## config.mk

```make
export PLATFORM = sky130hd
export DESIGN_NAME = fifo_rr_arb
export DESIGN_NICKNAME = d
export VERILOG_FILES = /design/src/rtl/fifo_rr_arb.sv
export SDC_FILE = /design/constraint.sdc
export NUM_CORES = 1
export LEC_CHECK = 0
export ABC_AREA = 1
export BUFFER_PORTS_ARGS = -buffer_cell sky130_fd_sc_hd__buf_2
export CORE_AREA = 2 2 130 132
export DETAILED_ROUTE_END_ITERATION = 12
export DIE_AREA = 0 0 132 134
export PLACE_DENSITY = 0.66
export SLEW_MARGIN = 40
export SYNTH_ARGS = -nofsm -noshare
export SYNTH_HDL_FRONTEND = slang
export SYNTH_SLANG_ARGS = --single-unit
export TNS_END_PERCENT = 20
```

## constraint.sdc

```tcl
create_clock -name clk_i -period 3.4 [get_ports clk_i]
set_clock_uncertainty 0.15 [all_clocks]
set_input_delay 0 -clock clk_i [delete_from_list [all_inputs] [get_ports clk_i]]
set_output_delay 0 -clock clk_i [all_outputs]
set_load 0.005 [all_outputs]
```

## src/rtl/fifo_rr_arb.sv

```systemverilog
// fifo_rr_arb: burst-locked round-robin merge of N valid/ready streams into one registered, source-tagged output.
// Optional: define FIFO_RR_ARB_MAX_BURST_EN to force re-arbitration after MAX_BURST beats of a grant.
module fifo_rr_arb #(
  parameter int  N         = 4,
  parameter type DATA_t    = logic [63:0],
  parameter int  SRC_W     = (N > 1) ? $clog2(N) : 1,
  parameter int  MAX_BURST = 16
) (
  input  logic               clk_i,
  input  logic               rst_i,
  input  DATA_t [N-1:0]      req_data_i,
  input  logic  [N-1:0]      req_last_i,
  input  logic  [N-1:0]      req_valid_i,
  output logic  [N-1:0]      req_ready_o,
  output DATA_t              out_data_o,
  output logic  [SRC_W-1:0]  out_src_o,
  output logic               out_last_o,
  output logic               out_valid_o,
  input  logic               out_ready_i,
  output logic               busy_o
);

  if (N < 1 || MAX_BURST < 1) begin : g_bad_cfg
    $error("fifo_rr_arb: N and MAX_BURST must both be >= 1");
  end

  typedef enum logic {IDLE, LOCKED} state_e;

  state_e           state_q, state_d;
  logic [SRC_W-1:0] prio_q, prio_d, lock_q, lock_d, sel, ci;
  logic             slot_free, have, acc, rel_grant, cap_hit;

  function automatic logic [SRC_W-1:0] nxt(input logic [SRC_W-1:0] i);
    return (i == SRC_W'(N - 1)) ? '0 : i + 1'b1;
  endfunction

  assign slot_free = !out_valid_o || out_ready_i;
  assign busy_o    = (state_q == LOCKED);

  // Candidate selection: the lock owner, or the first valid requester from prio onward.
  always_comb begin
    sel  = prio_q;
    have = 1'b0;
    ci   = prio_q;
    for (int k = 0; k < N; k++) begin
      if (!have && req_valid_i[ci]) begin
        have = 1'b1;
        sel  = ci;
      end
      ci = nxt(ci);
    end
    if (state_q == LOCKED) begin
      sel  = lock_q;
      have = 1'b1;
    end
  end

  always_comb begin
    req_ready_o = '0;
    if (have) req_ready_o[sel] = slot_free;
  end

  assign acc       = have && slot_free && req_valid_i[sel];
  assign rel_grant = acc && (req_last_i[sel] || cap_hit);

`ifdef FIFO_RR_ARB_MAX_BURST_EN
  localparam int CNT_W = (MAX_BURST > 1) ? $clog2(MAX_BURST) : 1;
  logic [CNT_W-1:0] cnt_q;

  assign cap_hit = (cnt_q == CNT_W'(MAX_BURST - 1));

  always_ff @(posedge clk_i) begin
    if (rst_i)    cnt_q <= '0;
    else if (acc) cnt_q <= rel_grant ? '0 : cnt_q + 1'b1;
  end
`else
  assign cap_hit = 1'b0;
`endif

  always_comb begin
    state_d = state_q;
    prio_d  = prio_q;
    lock_d  = lock_q;
    if (acc) begin
      // Priority only moves when a new grant is taken, not on every locked beat.
      if (state_q == IDLE) begin
        prio_d = nxt(sel);
        lock_d = sel;
      end
      state_d = rel_grant ? IDLE : LOCKED;
    end
  end

  always_ff @(posedge clk_i) begin
    if (rst_i) begin
      state_q <= IDLE;
      prio_q  <= '0;
      lock_q  <= '0;
    end else begin
      state_q <= state_d;
      prio_q  <= prio_d;
      lock_q  <= lock_d;
    end
  end

  // Output slot reloads whenever it is free; fields are zeroed when no beat moves in.
  always_ff @(posedge clk_i) begin
    if (rst_i) begin
      out_valid_o <= 1'b0;
      out_data_o  <= '0;
      out_src_o   <= '0;
      out_last_o  <= 1'b0;
    end else if (slot_free) begin
      out_valid_o <= acc;
      out_data_o  <= acc ? req_data_i[sel] : '0;
      out_src_o   <= acc ? sel : '0;
      out_last_o  <= acc && req_last_i[sel];
    end
  end

endmodule

```

Word level (Yosys, flattened, before mapping)
Cells that the tools add are included.
{ "totals": {"register_bits": 73, "inputBits": 267, "out_inout_bits": 73, "elab_cells": 69} }
{ "classes": {"addsub": 4, "magnitude_cmp": 6, "n_eq_ne": 4, "mux": 33, "n_bitwise": 2, "n_reduce_logical": 13} }
{ "ops": {"columns": ["op", "count"], "rows": [
  ["64-bit binary-select mux with 2-bit select", 1],
  ["64-bit two-way mux", 2],
  ["2-bit two-way mux", 9],
  ["2-bit by 3-bit < comparator with 1-bit output, second input constant", 5],
  ["1-bit two-way mux", 13],
  ["1-bit binary-select mux with 2-bit select", 6],
  ["2-bit by 1-bit adder with 2-bit output, second input constant", 4],
  ["2-bit equality test, second input constant", 4],
  ["1-bit logical AND", 7],
  ["4-bit bitwise AND", 1],
  ["1-bit zero test", 4],
  ["4-bit two-way mux", 1],
  ["1-bit demux with 2-bit select", 1],
  ["2-bit by 1-bit >= comparator with 1-bit output, second input constant", 1],
  ["2-bit AND reduction", 1],
  ["1-bit logical OR", 1],
  ["1-bit NOT", 1]
]} }

Depth between registers and ports, before layout
Gate-level depths: netlist of run 1.
{ "logic_depth": {"word_depth": 19, "depth_mapped": 21, "depth_no_buf": 19} }

Worst setup path before layout of run 1
OpenSTA, ideal clock, no wires.
{ "synth_timing": {"kind": "reg2reg", "from": "reg prio_q[0]", "to": "reg prio_q[1]", "setup_ns": 0.113, "arrival_ns": 2.358, "required_time_ns": 3.137, "path_slack_ns": 0.779, "stages_incl_launch_ff": 19, "n_path_buf": 3, "period_less_slack_ns": 2.621, "cell_sequence": "dfxtp_1 -> ha_1 -> buf_2 -> inv_2 -> nand3_1 -> nand2_1 -> nand2_1 -> nor2_2 -> nand2_1 -> nand3_2 -> nand2_4 -> nand2_4 -> inv_2 -> buf_8 -> buf_6 -> ha_1 -> inv_1 -> nor2_1 -> nor2_1"} }
{ "synth_via": {"elab_chain_len": 17, "elab_cells_between_ends": 40, "cone_classes": "4 x add/sub; 4 x eq/ne; 23 x mux; 9 x reduce/logical"} }
{ "synth_lines": {"columns": ["item", "line", "text"], "rows": [
  ["start: declaration", "30", "logic [SRC_W-1:0] prio_q, prio_d, lock_q, lock_d, sel, ci;"],
  ["start signal: assignment", "101", "prio_q <= prio_d;"],
  ["parallel branches: the longest is 11 deep, another holds 2-bit by 1-bit adder with 2-bit output", null, null],
  ["2-bit two-way mux (*)", "46", "if (!have && req_valid_i[ci]) begin"],
  ["2-bit two-way mux (*)", "52", "if (state_q == LOCKED) begin"],
  ["net sel[0]", "30", null],
  ["1-bit binary-select mux with 2-bit select", "63", "assign acc = have && slot_free && req_valid_i[sel];"],
  ["1-bit two-way mux (not written as such)", "63", null],
  ["1-bit logical AND", "63", null],
  ["2-bit AND reduction (no source line)", null, null]
]} }
Mark *: on every way through the listed nets, which the timed path passes. The select of a mux whose other input is x is not followed.
A chain may end at the register's enable or synchronous reset.

Worst setup path after layout of run 1
{ "layout_timing": {"from": "reg prio_q[1]", "to": "reg out_data_o[39] (netlist bit)"} }
{ "layout_via": {"elab_chain_len": 17, "elab_cells_between_ends": 39, "cone_classes": "3 x add/sub; 3 x eq/ne; 25 x mux; 8 x reduce/logical"} }
{ "layout_lines": {"columns": ["item", "line", "text"], "rows": [
  ["parallel branches: the longest is 16 deep, another holds 2-bit by 1-bit adder with 2-bit output", null, null],
  ["64-bit two-way mux (*)", "115", "out_data_o <= acc ? req_data_i[sel] : '0;"],
  ["end signal: assignment", "115", null],
  ["end: declaration", "15", "output DATA_t out_data_o,"]
]} }
Mark *: on every way between the ends. The select of a mux whose other input is x is not followed.

==> results by group, run 1 <==
Power and ir drop
  • Clock share of power: 0.095
  • Combinational share of power: 0.798
  • P_sw: approximately 0.0061 W
  • Internal: about 0.0049 W
  • Switch share: 0.553
  • Reg power frac: 0.106
  • Pleak: 5.59 nW
  • Pwr/cell area: between 1000 and 1500 nW/um2
  • Maximum vdd drop: between 0.001 and 0.0015 V

Floorplanning
  • Chip width: roughly 130 um
  • Cell row count: 47
  • IO Pins: 340
  • Die Span Y: 134 um
  • Starting Density: 0.344
  • Die Area: ~18000 um2
  • Core ar.: 16300 um2

Cells and area
  • Fill cells: about 1400
  • Most common cell after layout, fill and taps aside: nand2_1
  • Layout cell share with drive strength beyond 1: 0.247
  • Post-route insts no fill: approximately 1800
  • Fin util: 0.627
  • Commonest cells after routing, fill and taps aside: nand2_1 (686), buf_2 (338), dlygate4sd3_1 (239)
  • Number of nets in the layout: approximately 1900
  • Area grow syn2layout: 82.5%

Logic synthesis
  • Avg Cell Area, Syn: roughly 5.3 um2
  • Yosys cell types: 24
  • Syn_nets: roughly 1300
  • Cell taking the most area after synthesis: nand2_1
  • Synthesized flop and latch total: 73
  • Ranking of synthesized cells by area: nand2_1 (46%), dfxtp_1 (26%), nand3_1 (8.2%)
  • Cells after Synth: ~1100
  • Synth warn: 0
  • Synth top area share: 0.460
  • Part of the Yosys area used for sequential elements: 0.261
  • Mapped cell area: ~5600 um2

Timing
  • Setup TNS: 0 ns
  • Final Hold Vio Count: 0
  • Min Tclk post-route: 3.17 ns
  • Least-Margin Pin Slew: around 0.74 ns
  • Slew margin rel.: 0.504
  • Fmax: about 320 MHz
  • Final WS setup: between 0.2 and 0.25 ns
  • Finish-stage setup viols: 0
  • Slew Viols, Final: 0
  • Period utilization: 0.931

Placement
  • HPWL Detailed: ~15000 um
  • Buffers on Ports: about 340
  • Post-placement cell count: 1555
  • RD Place Congestion: ~0.95
  • Place WS: about 0.39 ns

Routing
  • Routed Antenna Nets: 0
  • DR pass1 iterations: 8
  • Detailed Route WL: approximately 28000 um
  • Residual DRC count: 0
  • Vias/cell: around 4.9
  • Routed wire per std cell: roughly 15 um
  • DRT iter0 DRCs: between 600 and 700
  • Routed via count: around 9000

Worst setup path
  • Setup crit start kind: register
  • CP required: between 3 and 4 ns
  • Setup CP Type: reg -> reg
  • Setup crit end kind: register
  • Reg-to-reg startpoint: prio_q[1]
  • Critical Path Source: prio_q[1]
  • CP max FO: 50
  • Crit path DAT: roughly 3.3 ns

Global route
  • Total track usage: 0.299
  • Initial antenna violation count: 0
  • Largest net degree at the start of global routing: 72
  • Number of global-route vias before repair: 8924
  • Global-route wire length before repair: about 43000 um
  • Global route overflow: 0

Worst hold path
  • Hold_sp: req_last_i[2]
  • HP Class: in -> reg

Clock tree
  • Clock Tree Buf Depth: 2
  • Num CTS Buffers: 9
  • Clock sinks: 73
  • Clk pin slew, worst setup/hold paths: approximately 0.060 ns
  • CTS tree: done
  • Setup bufs post-CTS: 0
  • Clk Latency, worst-skew pair: roughly 0.33 ns
  • H-tree depth: 3
  • Root Driver: clkbuf_16

Run status
  • Status: complete, no violations

Run
  • Max Cap Violations: 0
per-layer routing:
layer / global-route usage / vias up / wire length (um)
met4: 0.175 / 0 / 1550
met2: 0.538 / 493 / 13400
li1: - / 4337 / -
met3: 0.0760 / 124 / 2290
met5: 0 / - / 0
met1: 0.318 / 3975 / 10600
worst max-delay path, stage by stage (launching register included):
cell	delay, ns
dfxtp_1	0.40
ha_4	0.25
inv_2	0.12
nand3_1	0.10
nand2_1	0.11
nand2_1	0.08
nor2_2	0.13
nand2_1	0.10
nand3_2	0.10
nand2_4	0.07
nand2_4	0.13
buf_8	0.29
nand2_1	0.10
nand2_1	0.08
dlygate4sd3_1	0.54
nand2_1	0.05
nand2_1	0.07
nand3_1	0.06
a21oi_1	0.12
power by group through the flow:
stage | registers, W | logic [W] | clock network, W
3_5_place_dp | 0.00118 | 0.00771 | 0
4_1_cts | 0.00116 | 0.00812 | 0.00107
6_report | 0.00117 | 0.00878 | 0.00105
2_1_floorplan | 0.00119 | 0.00602 | 0
3_3_place_gp | 0.00117 | 0.00769 | 0
5_1_grt | 0.00119 | 0.00987 | 0.00111
cell usage after synthesis (all sizes together):
library cell,number
a21oi,71
nor3,1
or2,1
inv,24
nor2b,1
xor2,1
nand3,94
clkbuf,19
ha,5
nand2,692
buf,54
nand4,5
nor2,12
dfxtp,73
kinds of logic after synthesis:
logic type	count (synthesis)	synth area share
flops	73	0.261
compound gates	71	0.0635
buf+inv	97	0.0890
simple gates	806	0.574
fa+ha+maj	5	0.0112
xor+xnor	1	0.00156
through the flow:
step	instance area, um2	hold WS, ns	total power, W
5_1_grt	10200	0.0355	0.0122
3_3_place_gp	7350	0.180	0.00887
3_5_place_dp	7350	0.177	0.00889
2_1_floorplan	5600	0.0735	0.00721
4_1_cts	10100	0.000583	0.0104
6_report	10200	0.00785	0.0110
worst paths after layout:
| check | to | slack (ns) | cells past startpoint |
|---|---|---|---|
| setup reg to reg | out_data_o[39] | 0.23 | 18 |
| setup / recovery | out_data_o[39] | 0.23 | 18 |
| hold reg to reg | out_data_o[55] | 0.31 | 2 |
| hold / removal | out_last_o | 0.008 | 5 |
final cells by class:
type	instances	area, um2	share of cell area
well taps	220	275	0.0270
clock inverters	6	91.3	0.00894
flip-flops and latches	73	1460	0.143
diodes	2	5.00	0.000490
repair buffers	597	4380	0.428
inverters	24	103	0.0100
clock buffers	10	239	0.0234
multi-input cells	883	3660	0.359
state kept, by name, summed over array words and instances, names as in the netlist:
| signal | cells |
|---|---|
| busy_o | 1 |
| lock_q | 2 |
| out_data_o | 64 |
| out_last_o | 1 |
| out_src_o | 2 |
| out_valid_o | 1 |
| prio_q | 2 |
what timing repair did:
action | in CTS | in global routing
endpoints found under the setup margin | 0 | 10
resized for setup | 0 | 12
endpoints found under the hold margin | 66 | 9
hold buffers | 238 | 1
Note: power is estimated with default switching activity, not from simulation.
==> run 2, diff against run 1 <==
--- a/config.mk
+++ b/config.mk
@@ -7,10 +7,10 @@
 export LEC_CHECK = 0
 export ABC_AREA = 1
 export BUFFER_PORTS_ARGS = -buffer_cell sky130_fd_sc_hd__buf_2
-export CORE_AREA = 2 2 130 132
+export CORE_AREA = 2 2 133 135
+export CTS_BUF_LIST = sky130_fd_sc_hd__clkbuf_4 sky130_fd_sc_hd__clkbuf_8
 export DETAILED_ROUTE_END_ITERATION = 12
-export DIE_AREA = 0 0 132 134
-export PLACE_DENSITY = 0.66
+export DIE_AREA = 0 0 135 137
 export SLEW_MARGIN = 40
 export SYNTH_ARGS = -nofsm -noshare
 export SYNTH_HDL_FRONTEND = slang
==> run 2 against run 1 <==
  * Power shrank 9.3%
  * Global-route usage fell by 2.4 points
  * Largest power group unchanged
  * Fmax is 2.0% higher
  * Sequential share of layout area grew 0.13 points
  * Routed wire length is 4.4% lower
  * Non-clock buffer count increased by 7
  * Worst hold slack worse by 0.00084 ns
  * Critical path type is now reg -> out
  * Combinational power shrank 8.2%
  * Via count shrank 1.5%
==> results by group, run 2 (synthesis gave the netlist of run 1 again) <==
Cells and area
  • Max reg flops: 64 (unchanged)
  • Multi-input gate area: 3650 um2 (-0.41%)
  • Top reg by flops: out_data_o
  • Commonest cells after routing, fill and taps aside: nand2_1 (686), buf_2 (339), dlygate4sd3_1 (252)
  • Area occupied by registers: 1460 um2 (unchanged)
  • Fin util: 0.593 (-0.0335)
  • Fill cells: 1532 (+11%)
  • Most common cell after layout, fill and taps aside: nand2_1
  • Antenna cells: 0 (-2)
  • Number of nets in the layout: 1867 (+0.38%)
  • Layout cell share with drive strength beyond 1: 0.241 (-0.00545)
  • Area grow syn2layout: 80.8%

Timing
  • Finish-stage setup viols: 0 (unchanged)
  • Slew Viols, Final: 0 (unchanged)
  • Final Hold Vio Count: 0 (unchanged)
  • Least-Margin Pin Slew: 0.774 ns (+0.0304 ns)
  • Slew margin rel.: 0.484 (-0.0203)
  • Fmax: 322 MHz (+2.0%)
  • Min Tclk post-route: 3.11 ns (-0.0615 ns)
  • RSZ-0062 raised after global routing: false
  • Period utilization: 0.913 (-0.0181)
  • Setup TNS: 0 ns (unchanged)

Routing
  • Routed wire per std cell: 14.6 um (-4.9%)
  • Routed Antenna Nets: 0 (unchanged)
  • Vias/cell: 4.82 (-2.1%)
  • DRT iter0 DRCs: 479 (-26%)
  • DR pass1 iterations: 5 (-3)
  • Residual DRC count: 0 (unchanged)
  • Routed via count: 8793 (-1.5%)
  • Detailed Route WL: 26600 um (-4.4%)

Worst setup path
  • CP delay by family, top: simple AND/OR/NAND/NOR gates
  • CP required: 3.25 ns (-0.26 ns)
  • Setup CP Type: reg -> out
  • CP max stage cell: ha_2
  • CP max FO: 65 (+30%)
  • Slowest Stage Delay on Critical Path: 0.41 ns (-0.13 ns)
  • Crit path DAT: 2.96 ns (-0.32 ns)
  • Crit path buf inv count: 4 (+1)
  • Setup crit start kind: register
  • Setup crit end kind: primary output
  • Crit path cell chain: ha_2, inv_2, nor3_1, a21oi_1, nor2_1, nand2_1, nand3_2, nand2_4, nand2_4, buf_12, ha_1, inv_1, nor2_1, buf_2
  • Reg2reg setup slack: 0.37 ns (+0.14 ns)

Placement
  • HPWL Detailed: 15400 um (-0.45%)
  • Buffers on Ports: 339 (unchanged)
  • RD Place Congestion: 0.940 (-1.1%)

Clock tree
  • Clock sinks: 73 (unchanged)
  • Clk Latency, worst-skew pair: 0.35 ns (+0.02 ns)
  • Clk pin slew, worst setup/hold paths: 0.07 ns (about the same)
  • Num CTS Buffers: 9 (unchanged)
  • CTS tree: done
  • Root Driver: clkbuf_8
  • Clock Tree Buf Depth: 2 (unchanged)
  • H-tree depth: 3 (unchanged)
  • Setup bufs post-CTS: 0 (unchanged)

Run status
  • Status: complete, no violations

Run
  • Max Cap Violations: 0 (unchanged)

Floorplanning
  • Chip width: 135 um (+2.3%)
  • Starting Density: 0.328 (-0.0155)
  • IO Pins: 340 (unchanged)
  • Die Area: 18500 um2 (+4.6%)
  • Cell row count: 48 (+2.1%)
  • Core ar.: 17100 um2 (+4.7%)
  • Die Span Y: 137 um (+2.2%)

Global route
  • Number of global-route vias before repair: 8626 (-3.3%)
  • Total track usage: 0.275 (-0.0242)
  • Initial antenna violation count: 0 (unchanged)
  • Global route overflow: 0 (unchanged)
  • Largest net degree at the start of global routing: 88 (+22%)
  • Global-route wire length before repair: 41000 um (-5.3%)

Power and ir drop
  • Maximum vdd drop: 0.000857 V (-28%)
  • Pwr/cell area: 986 nW/um2 (-8.4%)
  • Pleak: 5.55 nW (-0.68%)

Worst hold path
  • HP Class: in -> reg
## run 2: cell count changes in the layout (fill, tap and decap cells not counted), sizes merged
cell,previous run,this run
buf,355,352
diode,2,0
clkinv,2,3
clkbuf,13,10
inv,23,24
clkinvlp,3,1
dlygate4sd3,239,252
## run 2: per-layer routing
layer / track usage / up-vias / wire (um) / part of all wire
met2: 0.488 / 475 / 12900 / 0.48
met1: 0.301 / 3876 / 10200 / 0.38
met4: 0.164 / 0 / 1290 / 0.048
li1: - / 4342 / - / -
met3: 0.0619 / 100 / 2220 / 0.083
met5: 0 / - / 0 / 0
## run 2: through the flow
stage	power [W]	instances	instance area, um2	hold slack, ns	setup WS [ns]
2_1_floorplan	0.00721	1053	5600	0.0735	0.779
3_3_place_gp	0.00888	1557	7360	0.170	0.374
3_5_place_dp	0.00889	1557	7360	0.170	0.322
4_1_cts	0.00991	1825	10100	0.00499	0.0583
5_1_grt	0.0112	1825	10100	0.0362	0.00889
6_report	0.00998	1825	10100	0.00701	0.295
## run 2: worst paths after layout
path | depth (start not counted) | startpoint | end
setup / recovery | 14 | prio_q[1] | req_ready_o[0]
hold / removal | 5 | req_last_i[2] | out_last_o
setup reg to reg | 18 | prio_q[1] | out_data_o[17]
hold reg to reg | 2 | out_data_o[13] | out_data_o[13]
## run 2: area by class of cell
class	count	area share
Clock buffer	10	0.0130
Clock inverter	6	0.00816
Inverter	24	0.00915
Multi-Input combinational cell	883	0.360
Sequential cell	73	0.144
Tap cell	225	0.0278
Timing Repair Buffer	604	0.437
## run 2: timing repair
| action | 4_1_cts | 5_1_grt |
|---|---|---|
| setup endpoints to repair | 0 | 13 |
| hold endpoints to repair | 64 | 0 |
| hold buffers | 252 | 0 |
| resized for setup | 0 | 5 |
## run 2: tightest hold or removal path, delay by kind of cell
family,cells,cell delay [ns]
buffers and inverters,1,0.10
and+or+nand+nor,3,0.28
AOI/OAI and AO/OA,1,0.08
## run 2: power breakdown
| group | switching (W) | internal, W | leakage [nW] |
|---|---|---|---|
| Combinational | 0.00527 | 0.00279 | 4.84 |
| Sequential | 0.0000877 | 0.00107 | 0.597 |
| Clock | 0.000340 | 0.000418 | 0.109 |
==> run 3, diff against run 2 <==
==> constraint.sdc (replaced) <==
create_clock -name clk_i -period 3.4 [get_ports clk_i]
set_clock_uncertainty 0.15 [all_clocks]
set_input_delay 0.68 -clock clk_i [delete_from_list [all_inputs] [get_ports clk_i]]
set_output_delay 0.68 -clock clk_i [all_outputs]
set_load 0.005 [all_outputs]
==> run 3 against run 2 <==
  * Cell count down 13%
  * Sequential cell count stayed put
  * Combinational power down 2.9%
==> results by group, run 3 (synthesis gave the netlist of run 1 again) <==
Worst setup path
  • Setup crit start kind: register
  • Setup CP Type: reg -> out
  • Crit path DAT: 2.43 ns (-0.53 ns)
  • Setup crit end kind: primary output
  • CP max FO: 7 (-89%)
  • CP required: 2.57 ns (-0.68 ns)

Timing
  • Period utilization: 0.959 (+0.0460)
  • Min Tclk post-route: 3.26 ns (+0.157 ns)
  • Slew Viols, Final: 0 (unchanged)
  • Finish-stage setup viols: 0 (unchanged)
  • Least-Margin Pin Slew: 0.719 ns (-0.0555 ns)
  • Slew margin rel.: 0.521 (+0.0370)
  • Final Hold Vio Count: 0 (unchanged)
  • Fmax: 307 MHz (-4.8%)
  • WHS: 0.312 ns (+0.305 ns)

Power and ir drop
  • P_sw: 0.00558 W (-2.1%)
  • Pwr/cell area: 1270 nW/um2 (+29%)
  • Clock share of power: 0.081 (+0.005)
  • Switch share: 0.570 (-0.00101)
  • Pleak: 4.54 nW (-18%)
  • Reg power frac: 0.118 (+0.002)
  • Maximum vdd drop: 0.00137 V (+60%)
  • Internal: 0.00420 W (-1.7%)
  • Combinational share of power: 0.801 (-0.007)

Run status
  • Status: complete, no violations

Cells and area
  • Fill cells: 1973 (+29%)
  • Top reg by flops: out_data_o
  • Area grow syn2layout: 37.6%
  • Area occupied by registers: 1460 um2 (about the same)
  • Multi-input gate area: 3700 um2 (+1.4%)
  • Layout cell share with drive strength beyond 1: 0.299 (+0.0582)
  • Commonest cells after routing, fill and taps aside: nand2_1 (681), buf_2 (339), nand3_1 (91)
  • Fin util: 0.452 (-0.142)
  • Antenna cells: 0 (unchanged)
  • Number of nets in the layout: 1623 (-13%)
  • Most common cell after layout, fill and taps aside: nand2_1
  • Max reg flops: 64 (unchanged)

Global route
  • Number of global-route vias before repair: 6664 (-23%)
  • Initial antenna violation count: 0 (unchanged)
  • Total track usage: 0.218 (-0.0576)
  • Largest net degree at the start of global routing: 69 (-22%)
  • Global-route wire length before repair: 32300 um (-21%)
  • Global route overflow: 0 (unchanged)

Floorplanning
  • Chip width: 135 um (unchanged)
  • Cell row count: 48 (unchanged)
  • Starting Density: 0.328 (unchanged)
  • Die Span Y: 137 um (unchanged)
  • Die Area: 18500 um2 (unchanged)
  • Core ar.: 17100 um2 (unchanged)
  • IO Pins: 340 (unchanged)

Routing
  • Residual DRC count: 0 (unchanged)
  • Detailed Route WL: 20800 um (-22%)
  • Routed wire per std cell: 13.1 um (-10%)
  • DR pass1 iterations: 5 (unchanged)
  • Routed via count: 7232 (-18%)
  • Vias/cell: 4.57 (-5.1%)
  • Routed Antenna Nets: 0 (unchanged)
  • DRT iter0 DRCs: 274 (-43%)

Worst hold path
  • HP Class: reg -> reg

Clock tree
  • Clock Tree Buf Depth: 2 (unchanged)
  • H-tree depth: 3 (unchanged)
  • Num CTS Buffers: 9 (unchanged)
  • Clock sinks: 73 (unchanged)
  • Clk Latency, worst-skew pair: 0.36 ns (about the same)
  • Root Driver: clkbuf_8
  • CTS hold repair buffers: 0 (-100%)
  • CTS tree: done
  • Clk pin slew, worst setup/hold paths: 0.08 ns (about the same)

Run
  • Max Cap Violations: 0 (unchanged)

Placement
  • Buffers on Ports: 339 (unchanged)
  • RD Place Congestion: 0.907 (-3.5%)
  • HPWL Detailed: 15600 um (+1.3%)
## run 3: per-layer routing
metal | vias up | routed length, um | share of wire | track usage
met5 | - | 0 | 0 | 0
met4 | 0 | 311 | 0.015 | 0.0631
met3 | 21 | 1440 | 0.069 | 0.0470
met2 | 243 | 10200 | 0.49 | 0.395
met1 | 3116 | 8840 | 0.43 | 0.257
li1 | 3852 | - | - | -
## run 3: critical path, cell delays in order (launching register included)
cell	delay [ns]
dfxtp_2	0.35
ha_4	0.28
inv_4	0.10
nand2_1	0.06
nand2_1	0.10
nand2_1	0.09
nand2_2	0.11
nand3_1	0.09
nand3_1	0.10
nand3_1	0.08
nand3_1	0.08
nand2_2	0.10
inv_2	0.10
ha_1	0.14
inv_1	0.04
nor2_1	0.12
buf_2	0.13
## run 3: final timing paths
check,endpoint,start,cells past startpoint,slack [ns]
worst min-delay path,lock_q[0],lock_q[0],2,0.31
worst max register to register,out_data_o[47],prio_q[1],18,0.35
worst min register to register,lock_q[0],lock_q[0],2,0.31
worst max-delay path,req_ready_o[0],prio_q[1],16,0.14
## run 3: timing repair
action                     in CTS  in global routing
gates resized for setup         2                 16
gates cloned                    0                  0
setup endpoints to repair       4                 37
pin swaps                       0                  7
buffers inserted                0                  3
## run 3: final cells by class
| cell class | instances | share of cell area |
|---|---|---|
| clock inverters | 5 | 0.0101 |
| multi-input cells | 883 | 0.481 |
| well taps | 225 | 0.0366 |
| inverters | 24 | 0.0127 |
| flip-flops and latches | 73 | 0.190 |
| repair buffers | 360 | 0.251 |
| clock buffers | 11 | 0.0197 |
## run 3: through the flow
step | total power [W] | area [um2] | instances | setup slack, ns | TNS (ns)
after floorplan | 0.00721 | 5600 | 1053 | 0.275 | 0
after global placement | 0.00900 | 7390 | 1562 | 0.260 | 0
after detailed placement | 0.00902 | 7390 | 1562 | 0.163 | 0
after CTS | 0.00986 | 7630 | 1578 | 0.00254 | 0
after global routing | 0.0111 | 7700 | 1581 | -0.0157 | -0.0286
final | 0.00978 | 7700 | 1581 | 0.138 | 0
## run 3: power groups by stage
stage | clock (W) | sequential [W] | combinational (W)
6_report | 0.000790 | 0.00116 | 0.00783
2_1_floorplan | 0 | 0.00119 | 0.00602
5_1_grt | 0.000844 | 0.00118 | 0.00904
3_5_place_dp | 0 | 0.00117 | 0.00785
4_1_cts | 0.000813 | 0.00116 | 0.00788
3_3_place_gp | 0 | 0.00117 | 0.00783
